$ cat config.mk
export PLATFORM = sky130hd
export DESIGN_NAME = dc_rep_upload_q
export DESIGN_NICKNAME = d
export VERILOG_FILES = /design/src/rtl/dc_rep_upload_q.sv
export SDC_FILE = /design/constraint.sdc
export NUM_CORES = 1
export LEC_CHECK = 0
export CORE_MARGIN = 8
export CORE_UTILIZATION = 50
export DETAILED_ROUTE_END_ITERATION = 12
export HOLD_SLACK_MARGIN = 0.1
export PLACE_DENSITY = 0.77
export SLEW_MARGIN = 20
export SYNTH_ARGS = -nofsm -noshare
export SYNTH_HDL_FRONTEND = slang
export SYNTH_SLANG_ARGS = --single-unit
$ cat constraint.sdc
create_clock -name clk_i -period 10.9 [get_ports clk_i]
set_clock_uncertainty 0.15 [all_clocks]
set_input_delay 2.18 -clock clk_i [delete_from_list [all_inputs] [get_ports clk_i]]
set_output_delay 2.18 -clock clk_i [all_outputs]
set_load 0.01 [all_outputs]
$ cat src/rtl/dc_rep_upload_q.sv
// Double-buffered reply upload serializer: a two-entry message queue drained one flit per
// cycle into the reply FIFO, tagging each flit as head/body/tail.
module dc_rep_upload_q #(
    parameter int unsigned FLIT_W    = 16,
    parameter int unsigned MAX_FLITS = 11,
    parameter int unsigned CNT_W     = 4
) (
    input  logic                        clk_i,
    input  logic                        rst_i,
    input  logic [FLIT_W*MAX_FLITS-1:0] dc_flits_rep_i,
    input  logic                        v_dc_flits_rep_i,
    output logic                        dc_rep_rdy_o,
    input  logic [CNT_W-1:0]            flits_max_i,
    input  logic                        en_flits_max_i,
    input  logic                        rep_fifo_rdy_i,
    output logic [FLIT_W-1:0]           dc_flit_out_o,
    output logic                        v_dc_flit_out_o,
    output logic [1:0]                  dc_ctrl_out_o,
    output logic                        dc_rep_upload_state_o
);

    localparam int unsigned      MsgW    = FLIT_W * MAX_FLITS;
    localparam logic [CNT_W-1:0] LastIdx = CNT_W'(MAX_FLITS - 1);

    logic [MsgW-1:0]  msg_q  [2];
    logic [MsgW-1:0]  msg_d  [2];
    logic [CNT_W-1:0] mlen_q [2];
    logic [CNT_W-1:0] mlen_d [2];
    logic             hd_q, hd_d;
    logic [1:0]       cnt_q, cnt_d;
    logic [CNT_W-1:0] idx_q, idx_d;
    logic [CNT_W-1:0] len_q, len_d;

    logic [CNT_W-1:0]  flits_clamp;
    logic [CNT_W-1:0]  push_len;
    logic [FLIT_W-1:0] flit;
    logic              head_v;
    logic              push;
    logic              pop;
    logic              xfer;
    logic              last;
    logic              tl;

    always_comb begin
        flits_clamp = (flits_max_i > LastIdx) ? LastIdx : flits_max_i;
        push_len    = en_flits_max_i ? flits_clamp : len_q;
        head_v      = (cnt_q != 2'd0);
        push        = v_dc_flits_rep_i && (cnt_q != 2'd2);
        xfer        = head_v && rep_fifo_rdy_i;
        last        = (idx_q == mlen_q[hd_q]);
        pop         = xfer && last;
        // Tail slot is the head slot when empty, the other slot when one entry is held.
        tl          = hd_q ^ cnt_q[0];
    end

    always_comb begin
        msg_d  = msg_q;
        mlen_d = mlen_q;
        hd_d   = hd_q;
        cnt_d  = cnt_q;
        idx_d  = idx_q;
        len_d  = en_flits_max_i ? flits_clamp : len_q;

        if (push) begin
            msg_d[tl]  = dc_flits_rep_i;
            mlen_d[tl] = push_len;
        end

        if (xfer) begin
            if (last) begin
                idx_d = '0;
                hd_d  = ~hd_q;
            end else begin
                idx_d = idx_q + CNT_W'(1);
            end
        end

        if (push && !pop) begin
            cnt_d = cnt_q + 2'd1;
        end else if (pop && !push) begin
            cnt_d = cnt_q - 2'd1;
        end
    end

    always_ff @(posedge clk_i) begin
        if (rst_i) begin
            hd_q  <= 1'b0;
            cnt_q <= 2'd0;
            idx_q <= '0;
            len_q <= '0;
        end else begin
            hd_q  <= hd_d;
            cnt_q <= cnt_d;
            idx_q <= idx_d;
            len_q <= len_d;
        end
    end

    // Payload storage needs no reset: it is only observed while its entry is valid.
    always_ff @(posedge clk_i) begin
        msg_q  <= msg_d;
        mlen_q <= mlen_d;
    end

    always_comb begin
        flit = '0;
        for (int unsigned i = 0; i < MAX_FLITS; i++) begin
            if (idx_q == CNT_W'(i)) begin
                flit = msg_q[hd_q][(MAX_FLITS-1-i)*FLIT_W +: FLIT_W];
            end
        end
    end

    always_comb begin
        dc_rep_rdy_o          = (cnt_q != 2'd2);
        dc_rep_upload_state_o = head_v;
        v_dc_flit_out_o       = head_v;
        dc_flit_out_o         = head_v ? flit : '0;
        if (!head_v) begin
            dc_ctrl_out_o = 2'b00;
        end else if (last) begin
            dc_ctrl_out_o = 2'b11;
        end else if (idx_q == '0) begin
            dc_ctrl_out_o = 2'b01;
        end else begin
            dc_ctrl_out_o = 2'b10;
        end
    end

endmodule

* Yosys cells after proc, flatten, opt, wreduce, memory -nomap -nowiden
Index checks and enable logic that the tools add are counted.
Cells by class: muxes and demuxes 32, $mul 0, magnitude comparators 4, add/sub/neg operators 3, divide/modulo/power cells 0, reduce and logical (&&, ||, !) cells 12, equality and inequality tests 12, shifts and indexed selects 0, bitwise gates (word level) 4
Operator list (number):
- $mux 176 | 4
- $bwmux 352 | 1
- $mux 16 | 12
- $demux 176 s1 | 1
- $mux 4 | 7
- $eq 4x3->1 const B | 4
- $eq 4x4->1 const B | 3
- $mux 2 | 5
- $bwmux 8 | 1
- $eq 4x2->1 const B | 2
- $logic_and 1x1->1 | 6
- $add 4x1->4 const B | 1
- $demux 4 s1 | 1
- $eq 4x1->1 const B | 1
- $eq 4x4->1 | 1
- $ge 2x2->1 const B | 2
- $gt 4x4->1 const B | 1
- $logic_not 4->1 | 1
- $not 1->2 | 2
- $reduce_bool 2->1 | 2
- $add 2x1->2 const B | 1
- $logic_not 1->1 | 2
- $lt 2x1->1 const B | 1
- $ne 2x2->1 const B | 1
- other kinds (4) | 4
Word-level totals: memory bits (read-only) 0, memories 0, register bits after elaboration 371, RAM bits 0, latch bits 0, input bits 185, output and inout port bits 21

* Depth between registers and ports, before layout
Gate-level depths: netlist (run 1).
depth after elaboration 16, gate-level depth with buffers 10, depth with buffers taken out 8

* Worst setup path before layout (run 1)
No wires, ideal clock.
path kind in2reg, start point input port v_dc_flits_rep_i, end point register mlen_q[0] (netlist name), enable pin, path buffers 0, required time 10028 ps, arrival 9722 ps, stages 2, slack 306 ps, path through nand2_1 nor2_1
On the way: word-level cells in the longest chain between the ends 1
RTL lines:
- start: declaration | line 11 | input logic v_dc_flits_rep_i,
- $logic_and 1x1->1 | line 48 | push = v_dc_flits_rep_i && (cnt_q != 2'd2);
- end signal: assignment | line 102 | mlen_q <= mlen_d;
- end: declaration | line 27 | logic [CNT_W-1:0] mlen_q [2];
Every way passes these cells. A chain may end at the register's enable or synchronous reset.

* Worst setup path after layout (run 1)
start point register hd_q, end point output port dc_flit_out_o[13]
On the way: word-level cells in the longest chain between the ends 16
RTL lines:
- start: declaration | line 29 | logic hd_q, hd_d;
- start signal: assignment | line 87 | hd_q <= 1'b0;
- start signal: assignment | line 92 | hd_q <= hd_d;
- $not 1->2 (implied by the code) * | line 109 | flit = msg_q[hd_q][(MAX_FLITS-1-i)*FLIT_W +: FLIT_W];
- $mux 176 (implied by the code) * (3 in a row) | line 109
- $mux 16 (10 in a row) | line 108 | if (idx_q == CNT_W'(i)) begin
- $mux 16 * | line 108
- $mux 16 * | line 118 | dc_flit_out_o = head_v ? flit : '0;
- end: declaration | line 16 | output logic [FLIT_W-1:0] dc_flit_out_o,
Every way passes the cells marked *; elsewhere a longest branch is shown, timed or not. The select of a mux whose other input is x is not followed.

==> results.md, run 1 <==
* Row Count at 64
* Relative slew slack at 26.2%
* Hold slack at 0.366 ns
* WL final at 35.2 mm
* Slew @ Worst Pin at 1.11 ns
* Synth Area per Inst at 16.1 um2
* Sw Ratio at 24.3%
* Sw Pwr at 0.918 mW
* Critical path cell sequence: buf_4 > buf_4 > mux2i_1 > a22oi_1 > nand3_1 > o2bb2ai_1 > clkdlybuf4s50_1
* Max-cap violations at 0
* Worst path slowest cell: buf_4
* Diode count at 0
* Pre-CTS WS at 4.80 ns
* ANT nets after route at 0
* Cts repair resizes at 0
* Pwr Total at 3.77 mW
* Clk buf depth at 3
* Post-synth cell types at 48
* Drt wl/cell at 22.4 um
* Vias in the first global route at 9351
* CTS hold repair buffers at 0
* Clock sink count at 371
* Chip width at 191 um
* TNS Setup at 0 ns
* Final setup fails at 0
* Worst Slack Setup Final at 4.35 ns
* Clock power frac at 35.1%
* H-tree levels at 2
* Commonest non-fill, non-tap cell in the layout: edfxtp_1
* Fin util at 62.3%
* Hold Crit Depth at 2
* # IOs at 206
* Reg2reg path depth at 4
* Register area share after synthesis at 72.0%
* Pwr dens at 200 mW/mm2
* DR pass1 iterations at 4
* CP endpoint kind: output port
* Global placement routability congestion at 0.836
* Global-route wire length before repair at 52.9 mm
* Post-route cell area at 0.0189 mm2
* Mapped Area at 0.0153 mm2
* Initial Util at 50.5%
* Setup bufs post-CTS at 0
* Vias per inst at 5.68
* Synth Register Bits at 371
* Most common cell on crit path: buf_4
* Comb power frac at 15.9%
* Syn-to-layout area delta at 23.5%
* Run status: finished, final reports clean
* Largest net degree at the start of global routing at 181
* Layout cells sized above 1 at 7.06%
* Via count at 8922
* Crit path largest cell delay at 0.79 ns
* R2R Path End: msg_q[206]
* Non-Filler Instances at 1571
* DRC at 0
* TritonCTS Buffers at 39
* Placeable Area at 0.0303 mm2
* Ys Warns at 0
* Post-DP Area at 0.0176 mm2
* CP max FO at 50
* Fin. Hold Viols at 0
* Final HPWL DP at 22.7 mm
* Initial antenna violation count at 2
* Die H at 191 um
* Final worst path period need at 6.55 ns
* Placed insts at 1500
* Clock root buffer: clkbuf_16
* WS Path Type: reg2out
* CP startpoint kind: flop
* Final Max Slew Viols at 0
* Type of the worst min-delay path: reg2reg
* CTS tree: built
* R2R Path Start: hd_q
* Setup slack, reg-to-reg at 7.22 ns
* Clk slew on worst S/H paths at 0.06 ns
* Post-synthesis cell count at 951
* Hold Path Sink: idx_q[1]
* Synth Net Count at 1141
* Sequential share of power at 49.0%
* WP data required at 8.57 ns
* Max frequency at 0.153 GHz
* Tcrit/Tclk final at 60.1%
* Min-delay src: idx_q[1]
* Unrepaired setup endpoints after global routing: no
* Tot GR Track Use at 18.8%
* Worst VDD drop at 130 uV
* Fin nets at 1335
* Worst skew pair latency at 0.52 ns
* Highest-count cells in the layout ignoring fill and taps: edfxtp_1 (360), clkdlybuf4s50_1 (205), mux2i_1 (164), nand2_1 (72), clkbuf_16 (40)
* Cell leakage power at 6.00 nW
* Internal power at 2.86 mW
* Grt total ovfl at 0
* Port Buf Inserts at 205
* Die area at 0.0365 mm2
* Initial DRC count at 640
* Worst Path Arrival at 4.22 ns
[per-layer routing]
layer,up-vias,GRT usage [%],part of all wire [%]
li1,4131,-,-
met2,299,32.1,50
met5,-,0,0.062
met1,4434,24.0,41
met4,4,5.46,2.3
met3,54,4.10,6.4
[worst max-delay path: cells and delay by family (launching register included)]
| kind | cells | cell delay (ns) |
|---|---|---|
| flip-flops | 1 | 0.76 |
| buffers and inverters | 3 | 2.01 |
| multiplexers | 1 | 0.21 |
| AND/OR/NAND/NOR | 1 | 0.10 |
| AO/OA/AOI/OAI | 2 | 0.55 |
[power groups by stage]
stage               clock network, mW  registers [mW]  logic, mW
global route                     1.41            1.87      0.648
floorplan                           0            1.91      0.347
finish                           1.32            1.85      0.599
detailed placement                  0            1.88      0.608
CTS                              1.35            1.85      0.611
global placement                    0            1.87      0.598
[flip-flops by register name (all words and copies together) (netlist names)]
register	flops
cnt_q	2
hd_q	1
idx_q	4
len_q	4
mlen_q	8
msg_q	352
[worst max-delay path by stage]
stage                      from                 to  slack (ns)  cells after the start
4_1_cts                    hd_q   dc_flit_out_o[5]        4.25                      7
2_1_floorplan  v_dc_flits_rep_i          mlen_q[0]        0.31                      2
5_1_grt                    hd_q  dc_flit_out_o[12]        4.13                      7
3_3_place_gp               hd_q   dc_flit_out_o[5]        4.79                      7
6_report                   hd_q  dc_flit_out_o[13]        4.35                      7
3_5_place_dp               hd_q   dc_flit_out_o[5]        4.80                      7
[area by class of cell]
| type | count | area [um2] |
|---|---|---|
| sequential | 371 | 11000 |
| multi-input combinational | 512 | 3920 |
| clock buffer | 52 | 1080 |
| clock inverter | 19 | 224 |
| inverter | 6 | 22.5 |
| timing repair buffer | 215 | 2140 |
| fill | 2179 | 11400 |
| tap | 396 | 495 |
[synthesized netlist by cell type (all sizes together)]
| cell type | n | share of area, % |
|---|---|---|
| and3 | 3 | 0.12 |
| nand3 | 21 | 0.69 |
| and2b | 1 | 0.049 |
| nor2 | 24 | 0.60 |
| mux2 | 18 | 1.3 |
| edfxtp | 360 | 71 |
| or3 | 2 | 0.082 |
| and2 | 5 | 0.21 |
| nand3b | 1 | 0.049 |
| nor4 | 15 | 0.61 |
| nand2 | 72 | 1.8 |
| o21bai | 1 | 0.049 |
| a31oi | 1 | 0.041 |
| xnor2 | 5 | 0.29 |
| a21o | 17 | 0.83 |
| and3b | 1 | 0.057 |
| o22ai | 16 | 0.65 |
| o2111a | 15 | 1.1 |
| clkbuf | 19 | 0.47 |
| a211oi | 15 | 0.74 |
| o21ai | 5 | 0.16 |
| nand4 | 1 | 0.041 |
| nor3b | 2 | 0.16 |
| buf | 43 | 1.9 |
| xor2 | 5 | 0.29 |
| inv | 6 | 0.15 |
| a22oi | 16 | 0.78 |
| o2bb2ai | 16 | 0.96 |
| dfxtp | 11 | 1.4 |
| o221ai | 16 | 0.92 |
| nand2b | 1 | 0.041 |
| or4b | 1 | 0.065 |
| mux2i | 164 | 11 |
| or3b | 1 | 0.057 |
| a21oi | 38 | 1.2 |
| or2 | 2 | 0.082 |
| nor2b | 5 | 0.20 |
| ha | 5 | 0.41 |
| o2111ai | 1 | 0.057 |
[cells by family after synthesis]
group | synth area share (%)
muxes | 12.0
AOI/OAI and AO/OA | 7.53
DFF | 72.0
and+or+nand+nor | 4.89
adders and majority gates | 0.409
xor gates and xnor gates | 0.572
buffers and inverters | 2.52
Note: power is estimated with default switching activity, not from simulation.
==> run 2: changes to the inputs <==
- clock period: 10.9 -> 5.45 ns (I/O delays scaled with it)
==> results.md, run 2 (synthesis results as in run 1) <==
* Run status: finished, final reports clean
* Final Max Slew Viols at 0
* Port Buf Inserts at 205
* Via count at 9017
* Largest net degree at the start of global routing at 181
* TritonCTS Buffers at 38
* Fin. Hold Viols at 0
* Type of the worst min-delay path: reg2reg
* CP max FO at 16
* Placed insts at 1506
* Hold Path Sink: idx_q[1]
* Global placement routability congestion at 0.843
* H-tree levels at 2
* Layout cells sized above 1 at 8.14%
* R2R Path End: cnt_q[1]
* Setup bufs post-CTS at 0
* Tot GR Track Use at 18.6%
* Fin nets at 1340
* Clk slew on worst S/H paths at 0.06 ns
* Tcrit/Tclk final at 92.9%
* Diode count at 0
* Worst skew pair latency at 0.52 ns
* Initial DRC count at 732
* Reg2reg path depth at 8
* Highest-count cells in the layout ignoring fill and taps: edfxtp_1 (360), clkdlybuf4s50_1 (205), mux2i_1 (164), nand2_1 (72), clkbuf_16 (41)
* Final HPWL DP at 23.3 mm
* Clk buf depth at 3
* # IOs at 206
* Relative slew slack at 22.5%
* Non-Filler Instances at 1575
* Critical Path Start: idx_q[0]
* Die area at 0.0365 mm2
* DR pass1 iterations at 5
* Max-cap violations at 0
* Initial Util at 50.5%
* CP endpoint kind: output port
* Largest register FFs at 352
* Final setup fails at 0
* Worst path slowest cell: nor4_1
* R2R Path Start: hd_q
* TNS Setup at 0 ns
* WS Path Type: reg2out
* Vias in the first global route at 9304
* CP delay by family, top: simple AND/OR/NAND/NOR gates
* ANT nets after route at 0
* Pwr dens at 391 mW/mm2
* Min-delay src: idx_q[1]
* Row Count at 64
* Chip width at 191 um
* Commonest non-fill, non-tap cell in the layout: edfxtp_1
* Max frequency at 0.197 GHz
* Placeable Area at 0.0303 mm2
* CTS tree: built
* CP startpoint kind: flop
* Crit path buf inv count at 2
* Worst Slack Setup Final at 0.385 ns
* Initial antenna violation count at 3
* Global-route wire length before repair at 52.2 mm
* Cts repair resizes at 0
* Fin util at 62.3%
* Fill cell count at 2231
* Unrepaired setup endpoints after global routing: no
* Vias per inst at 5.73
* Hold Crit Depth at 2
* Top reg by flops: msg_q
* Pre-CTS WS at 0.947 ns
* Slew @ Worst Pin at 1.16 ns
* Cell leakage power at 6.00 nW
* WP data required at 4.21 ns
* Die H at 191 um
* Setup slack, reg-to-reg at 2.07 ns
* WL final at 35.1 mm
* Final worst path period need at 5.06 ns
* Grt total ovfl at 0
* Worst VDD drop at 266 uV
* CTS hold repair buffers at 0
* Clock root buffer: clkbuf_16
* Critical path cell sequence: inv_1 > ha_1 > or4b_1 > o22ai_1 > o2111a_1 > nor4_1 > o2bb2ai_1 > clkdlybuf4s50_1
* Worst Path Arrival at 3.82 ns
* Syn-to-layout area delta at 23.5%
* Clock sink count at 371
* Crit path largest cell delay at 0.74 ns
* Top Registers: msg_q x352, mlen_q x8
* DRC at 0
* Drt wl/cell at 22.3 um
* Hold slack at 0.364 ns
-- run 2: changes by cell type in the layout (fill, tap and decap cells not counted), moves of 2 or more --
cell	before	now
buf_12	1	4
buf_4	9	12
bufinv_16	5	1
clkbuf_1	9	4
clkbuf_8	3	1
clkinv_1	9	6
clkinv_2	3	9
clkinv_4	0	4
-- run 2: stage by stage --
step	area (um2)	total power [mW]
2_1_floorplan	15300	4.45
3_3_place_gp	17700	4.96
6_report	18900	7.40
3_5_place_dp	17700	4.99
4_1_cts	18900	7.46
5_1_grt	18900	7.69
-- run 2: report_power, final --
group	switching, mW	internal, mW	total, mW
Sequential	0.0980	3.60	3.70
Combinational	0.723	0.494	1.22
Clock	1.05	1.44	2.48
-- run 2: tightest hold or removal path, cell delays in order, from the launching register on --
cell and delay, ns:
dfxtp_1 0.34, nand2_1 0.07, a21oi_1 0.06
-- run 2: worst max-delay path by stage --
stage | end | slack (ns) | cells after the start
CTS | dc_flit_out_o[2] | 0.39 | 8
finish | dc_flit_out_o[2] | 0.39 | 8
global route | dc_flit_out_o[2] | 0.24 | 8
global placement | dc_flit_out_o[2] | 1.00 | 8
detailed placement | dc_flit_out_o[2] | 0.95 | 8
floorplan | mlen_q[0] | 0.99 | 6
-- run 2: layout make-up --
| type | instances | area (um2) | share of cell area [%] |
|---|---|---|---|
| clock buffers | 46 | 1050 | 5.58 |
| clock inverters | 23 | 158 | 0.834 |
| inverters | 6 | 22.5 | 0.119 |
| multi-input cells | 512 | 3920 | 20.7 |
| flip-flops and latches | 371 | 11000 | 58.4 |
| well taps | 396 | 495 | 2.62 |
| repair buffers | 221 | 2220 | 11.8 |
-- run 2: metal layers --
metal  up-vias  GRT usage, %  wire [um]
met5         -             0         41
met3        51          4.91       2680
met2       331          31.7      17800
met4         6          5.22        701
met1      4472          23.2      14000
li1       4157             -          -
==> run 3: changes to the inputs <==
- CORE_MARGIN: 8 -> 4
- CORE_UTILIZATION: 50 -> 59
- PLACE_DENSITY: 0.77 -> 0.85
- clock period: 5.45 -> 5.9 ns (I/O delays scaled with it)
==> results.md, run 3 (synthesis results as in run 1) <==
* R2R Path End: msg_q[311]
* Post-route cell area at 0.0188 mm2
* WL final at 34.3 mm
* Relative slew slack at 29.6%
* Clock root buffer: clkbuf_16
* Worst Path Arrival at 3.76 ns
* Multi-input gate area at 0.00392 mm2
* Tcrit/Tclk final at 86.3%
* Fill cell count at 1581
* Row Count at 58
* Post-DP Area at 0.0176 mm2
* Clock sink count at 371
* H-tree levels at 2
* Grt total ovfl at 0
* Slew @ Worst Pin at 1.05 ns
* Hold slack at 0.365 ns
* Commonest non-fill, non-tap cell in the layout: edfxtp_1
* Port Buf Inserts at 205
* R2R Path Start: hd_q
* FF/Latch Area at 0.0110 mm2
* Final Max Slew Viols at 0
* Hold Path Sink: idx_q[1]
* Critical path cell sequence: buf_12 > buf_4 > mux2_2 > a21oi_1 > a211oi_1 > nor4_1 > o2bb2ai_1 > clkdlybuf4s50_1
* Final HPWL DP at 22.5 mm
* DRC at 0
* CTS hold repair buffers at 0
* Pwr dens at 361 mW/mm2
* Top reg by flops: msg_q
* Top Registers: msg_q x352, mlen_q x8
* Crit path largest cell delay at 0.70 ns
* Setup slack, reg-to-reg at 2.49 ns
* WS Path Type: reg2out
* Vias in the first global route at 9555
* CP max FO at 40
* Worst VDD drop at 348 uV
* Global-route wire length before repair at 51.2 mm
* # IOs at 206
* Clk slew on worst S/H paths at 0.06 ns
* Final worst path period need at 5.09 ns
* Clk buf depth at 3
* Fin. Hold Viols at 0
* Die area at 0.0286 mm2
* Cts repair resizes at 0
* CP startpoint kind: flop
* Via count at 9101
* Highest-count cells in the layout ignoring fill and taps: edfxtp_1 (360), clkdlybuf4s50_1 (205), mux2i_1 (164), nand2_1 (72), clkbuf_16 (39)
* Reg2reg path depth at 4
* Run status: finished, final reports clean
* Drt wl/cell at 22.7 um
* Largest net degree at the start of global routing at 93
* Initial antenna violation count at 4
* TritonCTS Buffers at 38
* Initial DRC count at 864
* Worst path slowest cell: dfxtp_4
* Fin nets at 1337
* Die H at 169 um
* Initial Util at 60.5%
* Max-cap violations at 0
* WP data required at 4.57 ns
* Setup bufs post-CTS at 0
* Global placement routability congestion at 0.858
* ANT nets after route at 0
* Worst skew pair latency at 0.51 ns
* Vias per inst at 6.04
* CTS tree: built
* Layout cells sized above 1 at 6.81%
* CP endpoint kind: output port
* TNS Setup at 0 ns
* Tot GR Track Use at 23.1%
* Largest register FFs at 352
* Chip width at 169 um
* Unrepaired setup endpoints after global routing: no
* Final setup fails at 0
* Max frequency at 0.196 GHz
* Cell leakage power at 5.95 nW
* Min-delay src: idx_q[1]
* Type of the worst min-delay path: reg2reg
* Hold Crit Depth at 2
* Placeable Area at 0.0253 mm2
* DR pass1 iterations at 5
* Syn-to-layout area delta at 22.5%
## run 3: cell types whose count changed in the layout (fill, tap and decap cells not counted), sizes merged
cell / before / now
diode: 0 / 4
buf: 16 / 13
clkbuf: 46 / 53
inv: 8 / 7
bufinv: 1 / 2
clkinv: 19 / 11
clkinvlp: 1 / 0
## run 3: routing by layer
layer	track usage, %	up-vias	wire [um]
li1	-	4144	-
met1	29.1	4487	13000
met2	40.6	385	17700
met3	3.53	83	2270
met4	9.17	2	1220
met5	0	-	11
## run 3: layout make-up
type / instances / area share (%)
Sequential cell: 371 / 58.8
Multi-Input combinational cell: 512 / 20.9
Timing Repair Buffer: 218 / 11.8
Clock buffer: 53 / 5.53
Tap cell: 330 / 2.20
Clock inverter: 14 / 0.613
Inverter: 6 / 0.120
Antenna cell: 4 / 0.0533
## run 3: per-stage QoR
stage          power (mW)  utilization, %  cells  worst slack, ns
2_1_floorplan        4.11               -    951             1.38
3_3_place_gp         4.54            69.4   1436             1.38
3_5_place_dp         4.59            69.4   1436             1.25
4_1_cts              6.81            74.0   1503            0.686
5_1_grt              7.02            74.1   1508            0.614
6_report             6.77            74.1   1508            0.807
## run 3: worst max-delay path, delay by kind of cell, from the launching register on
family | cells | cell delay, ns
mux | 1 | 0.37
flops | 1 | 0.70
simple gates | 1 | 0.58
buf+inv | 3 | 1.19
compound gates | 3 | 0.39
## run 3: report_power, final
part	switching, mW	internal, mW	total (mW)
clock	0.917	1.31	2.23
combinational	0.666	0.456	1.12
sequential	0.0934	3.33	3.42
## run 3: worst max path at each step
| stage | startpoint | endpoint | slack, ns | depth (start not counted) |
|---|---|---|---|---|
| after floorplan | v_dc_flits_rep_i | mlen_q[0] | 1.38 | 2 |
| after global placement | idx_q[0] | dc_flit_out_o[12] | 1.38 | 8 |
| after detailed placement | idx_q[0] | dc_flit_out_o[4] | 1.25 | 8 |
| after CTS | idx_q[0] | dc_flit_out_o[12] | 0.69 | 8 |
| after global routing | idx_q[2] | dc_flit_out_o[13] | 0.61 | 6 |
| final | hd_q | dc_flit_out_o[7] | 0.81 | 8 |
==> RTL change (settings of run 1) <==
Change the parameter `CNT_W` from 4 to 3.
--- a/src/rtl/dc_rep_upload_q.sv
+++ b/src/rtl/dc_rep_upload_q.sv
@@ -4,5 +4,5 @@
     parameter int unsigned FLIT_W    = 16,
     parameter int unsigned MAX_FLITS = 11,
-    parameter int unsigned CNT_W     = 4
+    parameter int unsigned CNT_W     = 3
 ) (
     input  logic                        clk_i,
Ports: changed (resized flits_max_i); port bits go from 206 to 205. No check against the original RTL was run, so the function may have changed too.
==> RTL change against run 1 <==
- sequential cell count shrank 100
- design area fell by 28%
- sequential power shrank 22%
- worst setup slack improved by 250 ps
- global-route usage is 0.65 points lower
- routed wire length fell by 28%
- power is 23% lower
- area after synthesis down 27%
- largest power group unchanged
==> RTL change: results (changes against run 1) <==
* Non-clock buffering overhead at 0.119 (+0.00559)
* Hold Crit Class: reg -> reg
* Period utilization at 0.579 (-0.0227)
* Mapped Cells at 700 (-26%)
* HPWL Detailed at 16,600 um (-27%)
* CTS Buffer Depth at 3 (unchanged)
* Non-clock inverter count at 8 (+2)
* Routed vias at 6,606 (-26%)
* DP Area at 0.0129 mm^2 (-27%)
* Distinct cell type count of the synthesized netlist at 37 (-23%)
* Flop-to-flop setup slack at 6530 ps (-690 ps)
* DR iter-0 viols at 511 (-20%)
* Largest fanout on the critical path at 54 (+8.0%)
* Max-Slew Margin vs Limit at 0.232 (-0.0301)
* Vias in the first global route at 6,780 (-27%)
* RR Endpoint: msg_q[0]$_DFFE_PP_
* Synth top area cells: edfxtp_1 (70%), mux2i_1 (12%), a21oi_1 (2.2%)
* Initial antenna violation count at 0 (-2)
* Hold wc startpoint: cnt_q[1]$_SDFFE_PP0P_
* Setup slack after placement at 4820 ps (+11.1 ps)
* Non-clock buffer count at 164 (-24%)
* FF+latch count at 271 (-27%)
* Seq/Total Area, Yosys at 0.721 (+0.000756)
* EDFF count, synth at 262 (-27%)
* Post-synth top flop: edfxtp_1
* Post-cts resize count at 0 (unchanged)
* Reg area at 0.00805 mm^2 (-27%)
* Crit start category: flip-flop
* First-pass GRT wire length at 37,800 um (-29%)
* Max H-tree Level at 1 (-1)
* TritonCTS Buffers at 27 (-31%)
* Fillers at 1,642 (-25%)
* Biggest regs: msg_q x256, mlen_q x6
* Routed wire length at 25,300 um (-28%)
* Worst endpoint data arrival time at 3980 ps (-240 ps)
* Synth Area per Inst at 15.9 um^2 (-0.98%)
* Area of the multi-input gates at 0.00282 mm^2 (-28%)
* GRT Overall Usage at 0.182 (-0.00649)
* I/O Buffers at 156 (-24%)
* RD Place Congestion at 0.823 (-1.6%)
* Synthesized Nets at 891 (-22%)
* Status: complete, no violations
* Drt first pass iters at 5 (+1)
* Hold Path Sink: cnt_q[1]$_SDFFE_PP0P_
* Layout net count at 1,042 (-22%)
* IR drop worst, VDD at 120 uV (-7.9%)
* Multi-input comb cells at 379 (-26%)
* Reg-to-reg critical path startpoint: hd_q$_SDFFE_PP0P_
* Min Hold Slack at 396 ps (+29.9 ps)
* Largest net degree at the start of global routing at 69 (-62%)
* Most frequent cells after synthesis: edfxtp_1 (262), mux2i_1 (131), a21oi_1 (50)
* Leakage at 4.23 nW (-30%)
* Area Overhead vs Synth at 22.4%
* Placed Cells at 1,102 (-27%)
* Synth warnings at 0 (unchanged)
* Worst setup endpoint: dc_flit_out_o[9]
* Clock buf count at 33 (-37%)
* Layout cells sized above 1 at 0.0690 (-0.00159)
* Clock-cell share of area at 0.0574 (-0.0114)
* Non-Filler Instances at 1,149 (-27%)
## RTL change: metal layers
layer  share of wire  wire [um]  track usage
met1            0.41      10300        0.237
met2            0.49      12300        0.301
met3           0.083       2090       0.0402
met4           0.024        617       0.0564
met5               0          0            0
## RTL change: critical path: stages (launching register included)
cell and delay, ps:
dfxtp_4 960, buf_4 760, mux2i_1 210, o22ai_1 210, o22ai_1 200, a211oi_1 420
clkdlybuf4s50_1 620
## RTL change: logic make-up (layout without fill, tap and decap cells)
family | after synthesis | in the layout | share of synthesized area
DFF | 271 | 271 | 0.721
buffers and inverters | 50 | 219 | 0.0278
adders and majority gates | 7 | 7 | 0.00785
and+or+nand+nor | 110 | 110 | 0.0554
AOI/OAI and AO/OA | 124 | 124 | 0.0647
xor gates and xnor gates | 6 | 6 | 0.00471
muxes | 132 | 132 | 0.118
## RTL change: power breakdown
group	internal (mW)	leakage, nW	switching (mW)
clock	0.473	0.378	0.361
sequential	1.39	2.52	0.0569
combinational	0.243	1.33	0.402
